File: src/rtl/lc3b_mem_arbiter.sv
// lc3b_mem_arbiter: two-client (I-cache / D-cache) arbiter in front of one
// single-port physical memory. One 128-bit block moves per grant.
//
// Optional feature: define LC3B_ARB_RR_EN to replace fixed D-cache priority
// with a 1-bit last-winner pointer, so simultaneous requesters alternate.
//
// Handshake: client requests (i_read, d_read, d_write) are levels held until
// the matching one-cycle *_resp pulse; the pmem strobes are held until the
// one-cycle pmem_resp pulse; pmem_resp is only honoured while a strobe is up.
//
// dbg_state exposes the FSM state: 0 IDLE, 1 I_BUSY, 2 D_BUSY, 3 DONE.
module lc3b_mem_arbiter #(
  parameter int ADDR_WIDTH  = 16,
  parameter int BLOCK_WIDTH = 128
) (
  input  logic                   clk,
  input  logic                   reset_n,
  input  logic                   i_read,
  input  logic [ADDR_WIDTH-1:0]  i_address,
  output logic [BLOCK_WIDTH-1:0] i_rdata,
  output logic                   i_resp,
  input  logic                   d_read,
  input  logic                   d_write,
  input  logic [ADDR_WIDTH-1:0]  d_address,
  input  logic [BLOCK_WIDTH-1:0] d_wdata,
  output logic [BLOCK_WIDTH-1:0] d_rdata,
  output logic                   d_resp,
  output logic                   pmem_read,
  output logic                   pmem_write,
  output logic [ADDR_WIDTH-1:0]  pmem_address,
  output logic [BLOCK_WIDTH-1:0] pmem_wdata,
  input  logic [BLOCK_WIDTH-1:0] pmem_rdata,
  input  logic                   pmem_resp,
  output logic [1:0]             dbg_state
);

  typedef enum logic [1:0] {
    S_IDLE   = 2'd0,
    S_I_BUSY = 2'd1,
    S_D_BUSY = 2'd2,
    S_DONE   = 2'd3
  } state_e;

  state_e                 state_q, state_d;
  logic [ADDR_WIDTH-1:0]  addr_q, addr_d;
  logic [BLOCK_WIDTH-1:0] wdata_q, wdata_d;
  logic [BLOCK_WIDTH-1:0] rdata_q, rdata_d;
  logic                   write_q, write_d;    // latched op: 1 = write
  logic                   owner_d_q, owner_d_d; // 1 = D-cache owns the transaction

  logic d_req;
  logic d_wins;

  assign d_req = d_read | d_write;

`ifdef LC3B_ARB_RR_EN
  // Last-winner pointer: 1 means the I-cache won the previous grant.
  // Resets to 1 so the D-cache wins the first simultaneous request.
  logic last_i_q, last_i_d;

  assign d_wins = d_req & (~i_read | last_i_q);

  // Pointer register, updated on every grant
  always_ff @(posedge clk or negedge reset_n) begin
    if (!reset_n) last_i_q <= 1'b1;
    else          last_i_q <= last_i_d;
  end
`else
  // Fixed priority: any D-cache request beats the I-cache.
  assign d_wins = d_req;
`endif

  // State and latched-transaction registers
  always_ff @(posedge clk or negedge reset_n) begin
    if (!reset_n) begin
      state_q   <= S_IDLE;
      addr_q    <= '0;
      wdata_q   <= '0;
      rdata_q   <= '0;
      write_q   <= 1'b0;
      owner_d_q <= 1'b0;
    end else begin
      state_q   <= state_d;
      addr_q    <= addr_d;
      wdata_q   <= wdata_d;
      rdata_q   <= rdata_d;
      write_q   <= write_d;
      owner_d_q <= owner_d_d;
    end
  end

  // Next-state: grant in IDLE, wait for memory in BUSY, one DONE bubble
  always_comb begin
    state_d   = state_q;
    addr_d    = addr_q;
    wdata_d   = wdata_q;
    rdata_d   = rdata_q;
    write_d   = write_q;
    owner_d_d = owner_d_q;
`ifdef LC3B_ARB_RR_EN
    last_i_d  = last_i_q;
`endif
    case (state_q)
      S_IDLE: begin
        if (d_wins) begin
          state_d   = S_D_BUSY;
          addr_d    = {d_address[ADDR_WIDTH-1:4], 4'h0};
          wdata_d   = d_wdata;
          write_d   = d_write;  // read+write together counts as a write
          owner_d_d = 1'b1;
`ifdef LC3B_ARB_RR_EN
          last_i_d  = 1'b0;
`endif
        end else if (i_read) begin
          state_d   = S_I_BUSY;
          addr_d    = {i_address[ADDR_WIDTH-1:4], 4'h0};
          wdata_d   = d_wdata;
          write_d   = 1'b0;
          owner_d_d = 1'b0;
`ifdef LC3B_ARB_RR_EN
          last_i_d  = 1'b1;
`endif
        end
      end
      S_I_BUSY, S_D_BUSY: begin
        if (pmem_resp) begin
          rdata_d = pmem_rdata;
          state_d = S_DONE;
        end
      end
      S_DONE: begin
        // Unconditional bubble so a request still high on the resp edge
        // is never granted a second time.
        state_d = S_IDLE;
      end
      default: state_d = S_IDLE;
    endcase
  end

  // Outputs: decoded from registered state only, no request-to-pmem path
  always_comb begin
    pmem_read    = 1'b0;
    pmem_write   = 1'b0;
    i_resp       = 1'b0;
    d_resp       = 1'b0;
    i_rdata      = '0;
    d_rdata      = '0;
    pmem_address = addr_q;
    pmem_wdata   = wdata_q;
    dbg_state    = state_q;
    case (state_q)
      S_I_BUSY: pmem_read = 1'b1;
      S_D_BUSY: begin
        pmem_read  = ~write_q;
        pmem_write = write_q;
      end
      S_DONE: begin
        if (owner_d_q) begin
          d_resp  = 1'b1;
          d_rdata = rdata_q;
        end else begin
          i_resp  = 1'b1;
          i_rdata = rdata_q;
        end
      end
      default: ;
    endcase
  end

endmodule
File: config.mk
export PLATFORM = sky130hd
export DESIGN_NAME = lc3b_mem_arbiter
export DESIGN_NICKNAME = d
export VERILOG_FILES = /design/src/rtl/lc3b_mem_arbiter.sv
export SDC_FILE = /design/constraint.sdc
export NUM_CORES = 1
export LEC_CHECK = 0
export CAP_MARGIN = 0
export CORE_AREA = 2 2 275 277
export CTS_CLUSTER_DIAMETER = 50
export DETAILED_ROUTE_END_ITERATION = 8
export DIE_AREA = 0 0 277 279
export HOLD_SLACK_MARGIN = 0.15
export PLACE_DENSITY = 0.38
export SLEW_MARGIN = 20
export SYNTH_ARGS = -nofsm -noshare
export SYNTH_HDL_FRONTEND = slang
export SYNTH_SLANG_ARGS = --single-unit
File: constraint.sdc
create_clock -name clk -period 3.3 [get_ports clk]
set_clock_uncertainty 0.15 [all_clocks]
set_input_delay 0.33 -clock clk [delete_from_list [all_inputs] [get_ports clk]]
set_output_delay 0.33 -clock clk [all_outputs]
set_load 0.1 [all_outputs]
Word-level counts from Yosys, hierarchy flattened
Index checks and enable logic that the tools add are counted.
- flip-flop bits (word level): 276
- input bits: 294
- output and inout bits: 406
- word-level logic and storage cells: 40
- equality and inequality tests: 5
- mux-type cells: 21
- bitwise logic cells: 2
- reduce and logical (&&, ||, !) cells: 6
- operator list (operator ; count):
    128-bit 2-to-1 mux ; 6
    16-bit 2-to-1 mux ; 2
    1-bit 2-to-1 mux ; 8
    2-bit 2-to-1 mux ; 3
    2-bit case mux with 3 select lines ; 1
    2-bit AND reduction ; 3
    2-bit equality test, second input constant ; 2
    3-bit inequality test, second input constant ; 1
    2-bit by 1-bit equality test with 1-bit output, second input constant ; 1
    2-bit logical NOT ; 1
    2-bit inequality test, second input constant ; 1
    1-bit case mux with 2 select lines ; 1
    2-bit nonzero test ; 1
    2-bit OR reduction ; 1
    1-bit NOT ; 1
    1-bit bitwise OR ; 1

Longest topological paths before layout
Gate-level depths: netlist (run 1).
- word-level depth: 4
- mapped depth: 8
- mapped depth without buffers: 5

Least setup slack after synthesis (run 1)
Ideal clock, no wire load.
- path kind: register -> output
- start: register state_q[1] (netlist: dbg_state[1])
- end: output i_rdata[118]
- arrival time: 3327 ps
- data required time: 2820 ps
- setup slack: -507 ps
- stages on the path, launching flop included: 5
- path buffers: 1
- cell sequence: dfrtp_1 > ha_1 > nor2b_1 > clkbuf_1 > and2_1
- cells in the longest elaborated chain, start to end: 2
- ends and longest elaborated chain (item ; line ; RTL):
    from (decl) ; 44 ; state_e state_q, state_d;
    from (signal assigned) ; 83 ; state_q <= state_d;
    2-bit equality test ; 151 ; case (state_q)
    128-bit 2-to-1 mux ; 151 ;
    to (decl) ; 20 ; output logic [BLOCK_WIDTH-1:0] i_rdata,
No other way between the ends.

Final worst setup path (run 1)
- start: register state_q[1] (netlist: dbg_state[1])
- end: output i_rdata[28]
The elaborated chain is that of the path after synthesis.

==> results of run 1 <==
-- how the worst max path moves through the flow --
stage | startpoint | end | slack [ns] | depth (start not counted)
6_report | dbg_state[1]$_DFFE_PN0P_ | i_rdata[28] | 0.40 | 5
3_3_place_gp | d_write | pmem_wdata[119]$_DFFE_PN0P_ | 0.89 | 5
2_1_floorplan | dbg_state[1]$_DFFE_PN0P_ | i_rdata[108] | 0.15 | 5
3_5_place_dp | d_write | pmem_wdata[19]$_DFFE_PN0P_ | 0.89 | 5
5_1_grt | dbg_state[1]$_DFFE_PN0P_ | i_rdata[28] | 0.21 | 5
4_1_cts | dbg_state[1]$_DFFE_PN0P_ | i_rdata[28] | 0.28 | 5
-- per-stage QoR --
step | area (sq um) | utilization, %
after floorplan | 12200 | -
after global routing | 23300 | 31.4
after detailed placement | 21000 | 28.3
after CTS | 23300 | 31.4
after global placement | 21000 | 28.3
final | 23300 | 31.4
-- state kept, by name, summed over array words and instances (netlist names) --
register and flops:
dbg_state 2, owner_d_q 1, pmem_address 12, pmem_wdata 128, rdata_q 128, write_q 1
-- synthesized netlist by cell type, types with 2 or more instances --
cell      number
mux2_1        34
clkbuf_1      42
buf_4         14
buf_2         17
mux2_2       223
and2_1       130
buf_8          3
buf_6          2
inv_1          4
and3_1       128
mux2i_1       14
o21ai_0       13
nor2b_1        2
dfrtp_1      272
nand2_1       15
ha_1           5
-- logic make-up (layout without fill, tap and decap cells) --
logic type / count (synthesis) / count (layout) / synth area share, %
mux: 271 / 271 / 25.0
compound gates: 18 / 18 / 0.846
fa+ha+maj: 5 / 5 / 0.516
other cells: 1 / 8 / 0.0309
simple gates: 277 / 277 / 14.0
flops: 272 / 272 / 56.1
buf+inv: 82 / 845 / 3.55
-- critical path: stages, from the launching register on --
cell	delay [ns]
dfrtp_1	0.44
ha_4	0.18
nor2b_4	0.17
buf_4	0.50
and2_1	0.29
buf_12	0.19
-- layout make-up --
class | instances | area [sq um]
clock buffer | 69 | 1500
antenna | 4 | 10.0
inverter | 4 | 15.0
timing repair buffer | 741 | 8360
tap | 969 | 1210
fill | 7481 | 50800
multi-input combinational | 575 | 4960
clock inverter | 31 | 407
sequential | 272 | 6810
-- metal layers --
layer  routed length (um)  track usage, %
met2                27800            23.8
met4                 1350            4.47
met1                19100            14.2
met5                   44               0
met3                 4140            4.89
==> reports/metrics.yaml, run 1 <==
outcome:
  status: "complete, no violations"
timing:
  setup_tns_ns: 0
  fin_crit_sh_pct: 87.8
  worst_slew_pin_slew_ns: 1.03
  report.final.hold_viol_count: 0
  rsz0062_at_grt: "false"
  holdWs_ns: 0.207
  max_clock_freq_ghz: 0.345
  final-max-slew-violation-count: 0
  setup_viol_count_final: 0
  min_period_ns: 2.90
  slew_headroom_pct: 30.9
  fin_ws_ns: 0.402
floorplanning:
  dieWidth_um: 277
  die-area_sq_um: 77300
  initial_core_util_pct: 16.4
  dieHeight_um: 279
  std_cell_rows: 100
  io-pin-count: 700
  core-area_sq_um: 74100
logic_synthesis:
  synth-seq-cells: 272
  synthCells: 926
  yosys.area.top_type_share_pct: 56.1
  syn_area_per_cell_sq_um: 13.1
  synthFlopType: "dfrtp_1"
  ys_top_cells_by_area: "dfrtp_1 56%, mux2_2 21%, and2_1 6.7%"
  yosysUniqueCellTypes: 24
  yosysWarnings: 0
  synth_edf_count: 0
  syn_area_sq_um: 12100
  synth_top_area_cell: "dfrtp_1"
  async_reset_ff_share_pct: 100
  seq_area_frac_synth_pct: 56.1
global_route:
  antenna_found_initial: 7
  track_usage_pct: 13.2
  gr-total-overflow: 0
  grt_pass1_vias: 10923
  grt_pass1_wl_um: 76400
  grt_max_degree: 131
cells_and_area:
  area_growth_pct: 91.8
  mostFrequentLayoutCells: "381 x clkdlybuf4s50_1, 271 x dfrtp_1, 223 x mux2_2"
  fin_cells: 2665
  final_common_cell: "clkdlybuf4s50_1"
  fin_nets: 1947
  layout-drive-gt1-share_pct: 38.8
worst_setup_path:
  cp_max_fo: 61
  worstPathArrival_ns: 2.42
  startpoint_type: "flip-flop"
  path_class: "flip-flop to output pin"
  end_kind: "output pin"
  r2r-end: "rdata_q[111]$_DFFE_PN0P_"
  reg2reg_depth: 5
  r2r_setup_slack_ns: 1.02
  critPathRequiredTime_ns: 2.82
  r2r_start: "dbg_state[0]$_DFFE_PN0P_"
clocking:
  cts-root-buf: "clkbuf_16"
  clkLatencyLatePin_ns: 0.57
  holdBufCountCts: 36
  clk_pin_slew_ns: 0.05
  h-tree-depth: 2
  postCtsSetupBuffers: 0
  cts_buffer_depth: 3
  cts_resized: 0
  cts_tree: "built"
  cts_sinks: 272
  cts_buffers: 54
placed_design:
  dpl_worst_slack_ns: 0.888
  routabilityCongestion: 0.749
  dpl.hpwl_um: 38000
  portBuffers: 687
  place_inst: 2525
worst_hold_path:
  hold_class: "input port to async pin"
drt:
  drtIter0Drc: 256
  via_count: 10098
  drc: 0
  ant_nets: 0
  drt_wl_total_um: 52400
  dr.pass1.iters: 4
  vias_per_cell: 3.79
  wire_per_inst_um: 19.7
flow_run:
  maxCapViolCount: 0
Power of run 1 is not shown: default switching activity piles up to over one toggle a cycle in this logic, so the estimate is an artifact.
==> inputs of run 2 (changes only) <==
Settings changed: RECOVER_POWER set to 100.
==> run 2 against run 1 <==
The flow now finishes with violations (capacitance limit, slew limit). Worst hold slack gained 0.00074 ns. Global-route usage is the same. Design area shrank 3.1%. Sequential cell count is the same. Register-to-register slack lost 0.39 ns. Sequential share of layout area grew 0.94 points. Clock-buffer cell count is the same. Utilization shrank 0.98 points. Die area is the same. Setup slack lost 0.17 ns. Routed wire length is essentially flat. Via count grew 0.23%. Critical path type unchanged.
==> reports/metrics.yaml, run 2 (synthesis gave the netlist of run 1 again) <==
outcome:
  status: "complete, but fails checks"
  violations: "capacitance limit, slew limit"
timing:
  min_period_ns: 3.07  # +0.169 ns
  fin_ws_ns: 0.233  # -0.169 ns
  report.final.hold_viol_count: 0  # unchanged
  setup_tns_ns: 0  # unchanged
  rsz0062_at_grt: "false"
  setup_viol_count_final: 0  # unchanged
  worst_slew_pin_slew_ns: 1.68  # +0.650 ns
  fin_crit_sh_pct: 92.9  # +5.1 points
  slew_headroom_pct: -12.2  # -43 points
  max_clock_freq_ghz: 0.326  # -5.5%
  final-max-slew-violation-count: 32  # +32
floorplanning:
  dieHeight_um: 279  # unchanged
  core-area_sq_um: 74100  # unchanged
  dieWidth_um: 277  # unchanged
  initial_core_util_pct: 16.4  # unchanged
  std_cell_rows: 100  # unchanged
  io-pin-count: 700  # unchanged
  die-area_sq_um: 77300  # unchanged
placed_design:
  portBuffers: 687  # unchanged
  dpl_worst_slack_ns: 0.888  # unchanged
  routabilityCongestion: 0.749  # unchanged
  dpl.hpwl_um: 38000  # unchanged
worst_setup_path:
  cp_top_family: "buffers and inverters"
  end_kind: "output pin"
  r2r_start: "dbg_state[0]$_DFFE_PN0P_"
  cp_slowest_cell: "clkbuf_2"
  startpoint_type: "flip-flop"
  cp_num_buf_inv: 2  # unchanged
  path_cells: "ha_1, buf_12, and3_1, clkbuf_2"
  cp_max_fo: 129  # +110%
  startpoint: "dbg_state[1]$_DFFE_PN0P_"
  critPathRequiredTime_ns: 2.82  # about the same
  worstPathArrival_ns: 2.59  # +0.17 ns
  path_class: "flip-flop to output pin"
  critPathMaxStageDelay_ns: 0.50  # about the same
cells_and_area:
  area_growth_pct: 85.9
  layout-drive-gt1-share_pct: 35.4  # -3.4 points
  final_common_cell: "clkdlybuf4s50_1"
  fin_nets: 1947  # unchanged
  mostFrequentLayoutCells: "284 x clkdlybuf4s50_1, 271 x dfrtp_1, 223 x mux2_2"
global_route:
  gr-total-overflow: 0  # unchanged
  grt_max_degree: 131  # unchanged
  grt_pass1_vias: 10923  # unchanged
  track_usage_pct: 13.2  # unchanged
  grt_pass1_wl_um: 76400  # unchanged
  antenna_found_initial: 7  # unchanged
worst_hold_path:
  hold_class: "input port to flip-flop"
  hold_start: "pmem_rdata[104]"
drt:
  drc: 0  # unchanged
  wire_per_inst_um: 19.7  # about the same
  dr.pass1.iters: 4  # unchanged
  drt_wl_total_um: 52500  # about the same
  ant_nets: 0  # unchanged
  vias_per_cell: 3.80  # +0.23%
  via_count: 10121  # +0.23%
  drtIter0Drc: 254  # -0.78%
clocking:
  clk_pin_slew_ns: 0.05  # about the same
  postCtsSetupBuffers: 0  # unchanged
  cts_buffer_depth: 3  # unchanged
  cts_tree: "built"
  h-tree-depth: 2  # unchanged
  cts-root-buf: "clkbuf_16"
  cts_sinks: 272  # unchanged
  cts_buffers: 54  # unchanged
  clkLatencyLatePin_ns: 0.57  # about the same
flow_run:
  maxCapViolCount: 1  # +1
==> run 2: changes by cell type in the layout (fill, tap and decap cells not counted), moves of 3 or more <==
cell,before,now
clkbuf_2,0,136
clkbuf_4,0,3
and2_0,0,114
buf_12,140,128
and2_1,121,8
dlygate4sd3_1,35,132
clkdlybuf4s50_1,381,284
clkbuf_1,7,59
buf_4,184,5
==> run 2: final timing paths <==
path,endpoint,slack (ns),cells after the start
max reg2reg,pmem_wdata[36]$_DFFE_PN0P_,0.63,6
min,rdata_q[104]$_DFFE_PN0P_,0.21,2
max in group asynchronous,rdata_q[93]$_DFFE_PN0P_,0.78,3
max,d_rdata[90],0.23,4
min reg2reg,pmem_address[11]$_DFFE_PN0P_,0.32,2
min in group asynchronous,pmem_wdata[42]$_DFFE_PN0P_,0.66,3
==> run 2: final cells by class <==
cell class | count | area (sq um)
diodes | 4 | 10.0
clock buffers | 69 | 1500
clock inverters | 31 | 407
fillers | 7587 | 51500
inverters | 4 | 15.0
multi-input cells | 575 | 4920
flip-flops and latches | 272 | 6810
well taps | 969 | 1210
repair buffers | 741 | 7670
==> run 2: worst reg2reg max path, cell delays in order, from the launching register on <==
cell and delay (ns):
dfrtp_1 0.39, inv_1 0.11, ha_1 0.25, o31ai_1 0.11, clkbuf_1 0.22, clkbuf_2 0.86
mux2_2 0.45
==> run 2: metrics by stage <==
| stage | area [sq um] | util [%] | hold slack (ns) | cells |
|---|---|---|---|---|
| 6_report | 22600 | 30.4 | 0.208 | 2665 |
| 4_1_cts | 23300 | 31.4 | 0.151 | 2661 |
| 3_5_place_dp | 21000 | 28.3 | 0.112 | 2525 |
| 5_1_grt | 22600 | 30.4 | 0.171 | 2665 |
| 3_3_place_gp | 21000 | 28.3 | 0.103 | 2525 |
| 2_1_floorplan | 12200 | - | -0.116 | 929 |
==> run 2: layer usage <==
metal	GRT usage [%]	vias up	share of wire [%]
li1	-	4658	-
met1	14.2	4972	36
met2	23.8	395	53
met3	4.89	90	7.8
met4	4.47	6	2.6
met5	0	-	0.072
==> run 2: repair_timing <==
action | CTS | global route
endpoints found under the setup margin | 0 | 0
resized for setup | 0 | 0
hold endpoints to repair | 306 | 0
hold buffers | 36 | 0
Power of run 2 is left out for the same reason.
